<file path="src/rtl/divider_pkg.sv">
// Shared types and helpers for the restoring divider.
package divider_pkg;

    // Controller states: IDLE accepts work, RUN iterates one quotient bit per clock.
    typedef enum logic {
        IDLE = 1'b0,
        RUN  = 1'b1
    } state_t;

    // Width of an iteration counter that must hold the value n.
    function automatic int count_width(input int n);
        return $clog2(n + 1);
    endfunction

endpackage

</file>
<file path="src/rtl/divider_datapath.sv">
// Operand, partial remainder and result registers of the restoring divider.
// do_init loads a new problem, do_step performs one restoring iteration and
// do_last (only together with do_step) publishes quotient and remainder.
module divider_datapath
    import divider_pkg::*;
#(
    parameter int N = 4
) (
    input  logic         clock,
    input  logic         n_reset,
    input  logic         do_init,
    input  logic         do_step,
    input  logic         do_last,
    input  logic [N-1:0] dividend,
    input  logic [N-1:0] divisor,
    output logic [N-1:0] quotient,
    output logic [N-1:0] remainder,
    output logic         div_by_zero
);

    // The dividend register doubles as the quotient accumulator: each step
    // shifts a dividend bit out of the top and a quotient bit in at the bottom.
    logic [N-1:0] dvd_q;
    logic [N-1:0] dvs_q;
    logic [N:0]   prem_q;

    logic [N+1:0] shifted;
    logic [N+1:0] diff;
    logic         q_bit;
    logic [N:0]   prem_next;
    logic [N-1:0] dvd_next;

    // One restoring step: shift, trial-subtract, keep or restore.
    // prem_q is always below the divisor, so shifted stays below 2^(N+1) and
    // bit N+1 of the difference is a reliable sign bit.
    always_comb begin
        shifted   = {prem_q, dvd_q[N-1]};
        diff      = shifted - {2'b00, dvs_q};
        q_bit     = ~diff[N+1];
        prem_next = q_bit ? diff[N:0] : shifted[N:0];
        dvd_next  = {dvd_q[N-2:0], q_bit};
    end

    // Working registers: load on acceptance, advance on each RUN clock.
    always_ff @(posedge clock) begin
        if (!n_reset) begin
            dvd_q  <= '0;
            dvs_q  <= '0;
            prem_q <= '0;
        end else if (do_init) begin
            dvd_q  <= dividend;
            dvs_q  <= divisor;
            prem_q <= '0;
        end else if (do_step) begin
            dvd_q  <= dvd_next;
            prem_q <= prem_next;
        end
    end

    // Published results change only on the final step; they hold the previous
    // answer for the whole duration of a division.
    always_ff @(posedge clock) begin
        if (!n_reset) begin
            quotient  <= '0;
            remainder <= '0;
        end else if (do_step && do_last) begin
            quotient  <= dvd_next;
            remainder <= prem_next[N-1:0];
        end
    end

    // Divide-by-zero flag describes the most recently accepted problem.
    always_ff @(posedge clock) begin
        if (!n_reset) begin
            div_by_zero <= 1'b0;
        end else if (do_init) begin
            div_by_zero <= (divisor == '0);
        end
    end

endmodule

</file>
<file path="src/rtl/divider.sv">
// Sequential unsigned restoring divider: N clocks per division.
//
// Handshake: ready=1 means idle with valid results on quotient/remainder/
// div_by_zero. A rising edge with ready=1 and start=1 accepts dividend and
// divisor; ready then stays 0 for N clocks and rises on the same edge that
// publishes the new results. start while ready=0 is ignored, never queued.
// dbg_state exposes the controller state for observation.
module divider
    import divider_pkg::*;
#(
    parameter int N = 4
) (
    input  logic         clock,
    input  logic         n_reset,
    input  logic         start,
    output logic         ready,
    input  logic [N-1:0] dividend,
    input  logic [N-1:0] divisor,
    output logic [N-1:0] quotient,
    output logic [N-1:0] remainder,
    output logic         div_by_zero,
    output state_t       dbg_state
);

    localparam int CW = count_width(N);

    state_t        state_q;
    state_t        state_d;
    logic [CW-1:0] cnt_q;
    logic          do_init;
    logic          do_step;
    logic          do_last;

    // Controller state register.
    always_ff @(posedge clock) begin
        if (!n_reset) begin
            state_q <= IDLE;
        end else begin
            state_q <= state_d;
        end
    end

    // Next-state and control decode; the step that drives the counter to
    // zero is the last one and returns to IDLE.
    always_comb begin
        state_d = state_q;
        ready   = 1'b0;
        do_init = 1'b0;
        do_step = 1'b0;
        do_last = 1'b0;
        case (state_q)
            IDLE: begin
                ready = 1'b1;
                if (start) begin
                    do_init = 1'b1;
                    state_d = RUN;
                end
            end
            RUN: begin
                do_step = 1'b1;
                if (cnt_q == CW'(1)) begin
                    do_last = 1'b1;
                    state_d = IDLE;
                end
            end
            default: begin
                state_d = IDLE;
            end
        endcase
    end

    // Iteration counter: preset to N on acceptance, one decrement per step.
    always_ff @(posedge clock) begin
        if (!n_reset) begin
            cnt_q <= '0;
        end else if (do_init) begin
            cnt_q <= CW'(N);
        end else if (do_step) begin
            cnt_q <= cnt_q - CW'(1);
        end
    end

    assign dbg_state = state_q;

    divider_datapath #(
        .N(N)
    ) u_datapath (
        .clock       (clock),
        .n_reset     (n_reset),
        .do_init     (do_init),
        .do_step     (do_step),
        .do_last     (do_last),
        .dividend    (dividend),
        .divisor     (divisor),
        .quotient    (quotient),
        .remainder   (remainder),
        .div_by_zero (div_by_zero)
    );

endmodule
</file>
<file path="config.mk">
export PLATFORM = sky130hd
export DESIGN_NAME = divider
export DESIGN_NICKNAME = d
export VERILOG_FILES = /design/src/rtl/divider_pkg.sv /design/src/rtl/divider_datapath.sv /design/src/rtl/divider.sv
export SDC_FILE = /design/constraint.sdc
export NUM_CORES = 1
export LEC_CHECK = 0
export ABC_AREA = 1
export CORE_ASPECT_RATIO = 0.75
export CORE_UTILIZATION = 57
export DETAILED_ROUTE_END_ITERATION = 7
export PLACE_DENSITY = 0.84
export REMOVE_ABC_BUFFERS = 1
export SLEW_MARGIN = 40
export SYNTH_ARGS = -nofsm -noshare
export SYNTH_HDL_FRONTEND = slang
export SYNTH_HIERARCHICAL = 1
export SYNTH_SLANG_ARGS = --single-unit
</file>
<file path="constraint.sdc">
create_clock -name clock -period 4.61 [get_ports clock]
set_input_delay 0.922 -clock clock [delete_from_list [all_inputs] [get_ports clock]]
set_output_delay 0.922 -clock clock [all_outputs]
set_load 0.01 [all_outputs]
</file>
== Yosys cells after proc, flatten, opt, wreduce, memory -nomap -nowiden ==
Index checks and enable logic that the tools add are counted.
Word-level totals
  logic and storage cells: 32
  register bits: 26
Operators by class
  equal/unequal tests: 1
  muxes and demuxes: 13
  bitwise operators: 3
  add/subtract/negate cells: 2
  reductions and logical operators: 4
Operators with widths (number)
  4-bit 2-to-1 mux: 2
  1-bit 2-to-1 mux: 7
  3-bit 2-to-1 mux: 2
  6-bit by 4-bit subtractor with 6-bit output: 1
  5-bit 2-to-1 mux: 1
  4-bit zero test: 1
  3-bit by 1-bit == test with 1-bit output (second input constant): 1
  1-bit NOT: 3
  3-bit by 1-bit subtractor with 3-bit output (second input constant): 1
  1-bit case mux with 2 select lines: 1
  2-bit nonzero test: 1
  2-bit OR reduction: 1
  1-bit logical AND: 1

== Longest topological paths before layout ==
  depth in word-level cells: 4
  mapped depth: 12
  mapped depth without buffers: 12

== Cells and area by module ==
Netlist, hierarchy kept.
By module, submodules not included
  divider_datapath: sequential area each 440.4 um^2, cells each 169, area an instance 1216.2 um^2, instances 1
  divider: sequential area each 80.1 um^2, cells each 29, area an instance 203.9 um^2, instances 1

== Worst setup path after synthesis ==
OpenSTA, ideal clock, no wires.
  path kind: input -> register
  start point: input start
  end point: register u_datapath.dvd_q[2]
  setup slack: 2.944 ns
  setup time: 0.110 ns
  data arrival time: 1.557 ns
  stages: 7
  buffers on the path: 1
  cells stage by stage: nand2_1 > inv_1 > clkbuf_1 > a22oi_1 > nand2_1 > nand2_1 > inv_1
Between the ends
  word-level cells in the longest chain between the ends: 3
  elaborated cells on any way between the ends: 4
  those cells by class: mux: 3; reduce/logical: 1
Ends and longest elaborated chain
  from (decl): line divider.sv:15  | input logic start,
  1-bit 2-to-1 mux (*): line divider.sv:54  | if (start) begin
  1-bit 2-to-1 mux (*): line divider.sv:51  | case (state_q)
  net do_init: line divider.sv:30  | logic do_init;
  4-bit 2-to-1 mux or 2-bit nonzero test (tied branches)
  to (signal assigned): line divider_datapath.sv:51  | dvd_q <= dividend;
  to (signal assigned): line divider_datapath.sv:55  | dvd_q <= dvd_next;
  to (decl): line divider_datapath.sv:23  | logic [N-1:0] dvd_q;
Mark *: on every way through the listed nets, which the timed path passes. The rest lies on a longest branch.
A chain may end at the register's enable or synchronous reset.

== Worst setup path in the final report ==
  start point: register state_q, in the netlist dbg_state
  end point: output ready
Between the ends
  word-level cells in the longest chain between the ends: 1
Ends and longest elaborated chain
  from (decl): line divider.sv:27  | state_t state_q;
  from (signal assigned): line divider.sv:39  | state_q <= state_d;
  1-bit 2-to-1 mux: line divider.sv:51
  to (decl): line divider.sv:16  | output logic ready,
Every way passes these cells.

==> impl_metrics.env <==
export IMPL_layout_commonest_cell="nand2_1"
export IMPL_final_min_clock_period_ns=2.657
export IMPL_postCtsHoldBufs=0
export IMPL_hpwl_mm=2.446
export IMPL_relSlewSlack=0.5728
export IMPL_critPathArrivalTime_ns=1.73
export IMPL_routed_via_density=5.032
export IMPL_avgRoutedWirePerCell_um=12.56
export IMPL_drtIter0Drc=97
export IMPL_skew_ns=0.007079
export IMPL_io_buffer_count=21
export IMPL_syn_avg_cell_area_um2=7.172
export IMPL_startpoint_type="register"
export IMPL_final_cell_mix="nand2_1 (39), inv_1 (32), dfxtp_1 (26)"
export IMPL_initial_core_util=0.6102
export IMPL_core_area_um2=2327
export IMPL_netlist_instances=198
export IMPL_fin_crit_sh=0.5763
export IMPL_rows=15
export IMPL_h_tree_depth=1
export IMPL_antenna_found_initial=0
export IMPL_drc=0
export IMPL_syn2layout_area_growth_pct=17.97
export IMPL_synth_area_um2=1420
export IMPL_total_power_mw=0.4882
export IMPL_min_from="u_datapath/div_by_zero"
export IMPL_worstSkewPairLatency_ns=0.32
export IMPL_clock_path_buffers=2
export IMPL_cp_startpoint="dbg_state"
export IMPL_worst_setup_path_type="register to output pin"
export IMPL_hold_viol=0
export IMPL_cap_violations=0
export IMPL_max_freq_mhz=376.4
export IMPL_powerDensity_nw_per_um2=291.4
export IMPL_path_max_fanout=18
export IMPL_final_setup_tns_ns=0
export IMPL_yosysWarningCount=6
export IMPL_cts_root_buf="clkbuf_4"
export IMPL_gp_congestion=0.8667
export IMPL_grt_max_degree=19
export IMPL_tightest_slew_ns=0.6399
export IMPL_drv_slew=0
export IMPL_worstReg2RegStart="dbg_state"
export IMPL_crit_required_ns=3.69
export IMPL_vias=1268
export IMPL_final_setup_viol_count=0
export IMPL_fin_nets=238
export IMPL_ys_ff_latch=26
export IMPL_wirelength_mm=3.166
export IMPL_cts_sinks=26
export IMPL_min_path_type="register to register"
export IMPL_yosysUniqueCellTypes=29
export IMPL_cts_setup_buffers=0
export IMPL_grt_pass1_wl_mm=5.402
export IMPL_rsz0062_at_grt="false"
export IMPL_n_antenna_cell=0
export IMPL_ys_seq_area_frac=0.3665
export IMPL_grt_ovfl_total=0
export IMPL_cts_made_buffers=3
export IMPL_cts_resized=0
export IMPL_ant_nets=0
export IMPL_endpoint_kind="output pin"
export IMPL_clkTransAtPathRegs_ns=0.14
export IMPL_cts_tree="built"
export IMPL_dr_pass1_iters=4
export IMPL_irDropWorstVdd_uv=173.2
export IMPL_die_w_um=59.64
export IMPL_status="finished clean"
export IMPL_p_leak_nw=0.7887
export IMPL_die_area_um2=2697
export IMPL_grt_pass1_vias=1192
export IMPL_die_h_um=45.23
export IMPL_drive_above_1_share=0.1009
export IMPL_ios=22
export IMPL_grt_usage=0.2721
-- per-stage QoR --
stage | util | worst slack (ns) | hold WS [ns] | cell area (um2) | cells
2_1_floorplan | - | 2.897 | 0.4491 | 1400 | 194
3_3_place_gp | 0.7102 | 2.312 | 0.4659 | 1653 | 249
3_5_place_dp | 0.7102 | 2.158 | 0.4668 | 1653 | 249
4_1_cts | 0.7199 | 1.954 | 0.4865 | 1675 | 252
5_1_grt | 0.7199 | 1.844 | 0.5300 | 1675 | 252
6_report | 0.7199 | 1.953 | 0.4900 | 1675 | 252
-- path summary, 6_finish.rpt --
check,to,slack [ns],depth (start not counted)
setup / recovery,ready,1.95,2
hold / removal,u_datapath/div_by_zero,0.49,2
setup reg to reg,u_datapath/prem_q[3],2.73,8
hold reg to reg,u_datapath/div_by_zero,0.49,2
-- metal layers --
metal  vias up  global-route usage  share of wire
met4         0             0.04651         0.0079
met3         4             0.06304          0.070
met2        51              0.4562           0.45
met1       551              0.3659           0.47
met5         -                   0              0
li1        662                   -              -
-- synthesized netlist by cell type (all sizes together) --
cell type / n / share of area
nand2: 44 / 0.14
inv: 36 / 0.095
nand3: 28 / 0.13
nor2: 27 / 0.078
dfxtp: 26 / 0.37
a21oi: 9 / 0.037
o21ai: 7 / 0.025
ha: 6 / 0.053
buf: 2 / 0.0088
clkbuf: 2 / 0.0053
nand4: 2 / 0.0088
a211oi: 1 / 0.0053
a22oi: 1 / 0.0053
a31oi: 1 / 0.0044
fa: 1 / 0.014
nand3b: 1 / 0.0053
o211ai: 1 / 0.0053
or2: 1 / 0.0044
xnor2: 1 / 0.0062
xor2: 1 / 0.0062
-- cells by family after synthesis --
family	synth area share
XOR/XNOR	0.01234
buffers and inverters	0.1093
AO/OA/AOI/OAI	0.08194
AND/OR/NAND/NOR	0.3630
adder cells (fa/ha/maj)	0.06696
flip-flops	0.3665
-- sequential cells by signal, summed over array words and instances, names as in the netlist --
name	flops
u_datapath/prem_q	5
u_datapath/dvs_q	4
u_datapath/quotient	4
u_datapath/dvd_q	4
cnt_q	3
u_datapath/remainder	4
u_datapath/div_by_zero	1
dbg_state	1
-- power breakdown --
part / switching, mW / internal (mW) / leakage, nW / total [mW]
logic: 0.0861 / 0.0571 / 0.562 / 0.143
registers: 0.0133 / 0.237 / 0.213 / 0.250
clock network: 0.0641 / 0.0306 / 0.0138 / 0.0947
total: 0.163 / 0.325 / 0.789 / 0.488
-- layout make-up --
cell class | count | area [um2]
fill | 211 | 651.9
multi-input combinational | 132 | 744.5
sequential | 26 | 520.5
inverter | 36 | 135.1
timing repair buffer | 21 | 210.2
tap | 34 | 42.54
clock buffer | 3 | 22.52
-- worst max-delay path, cell delays in order, from the launching register on --
cell	delay (ns)
dfxtp_1	0.76
inv_2	0.14
clkdlybuf4s50_1	0.52
(Power assumes the default switching activity.)
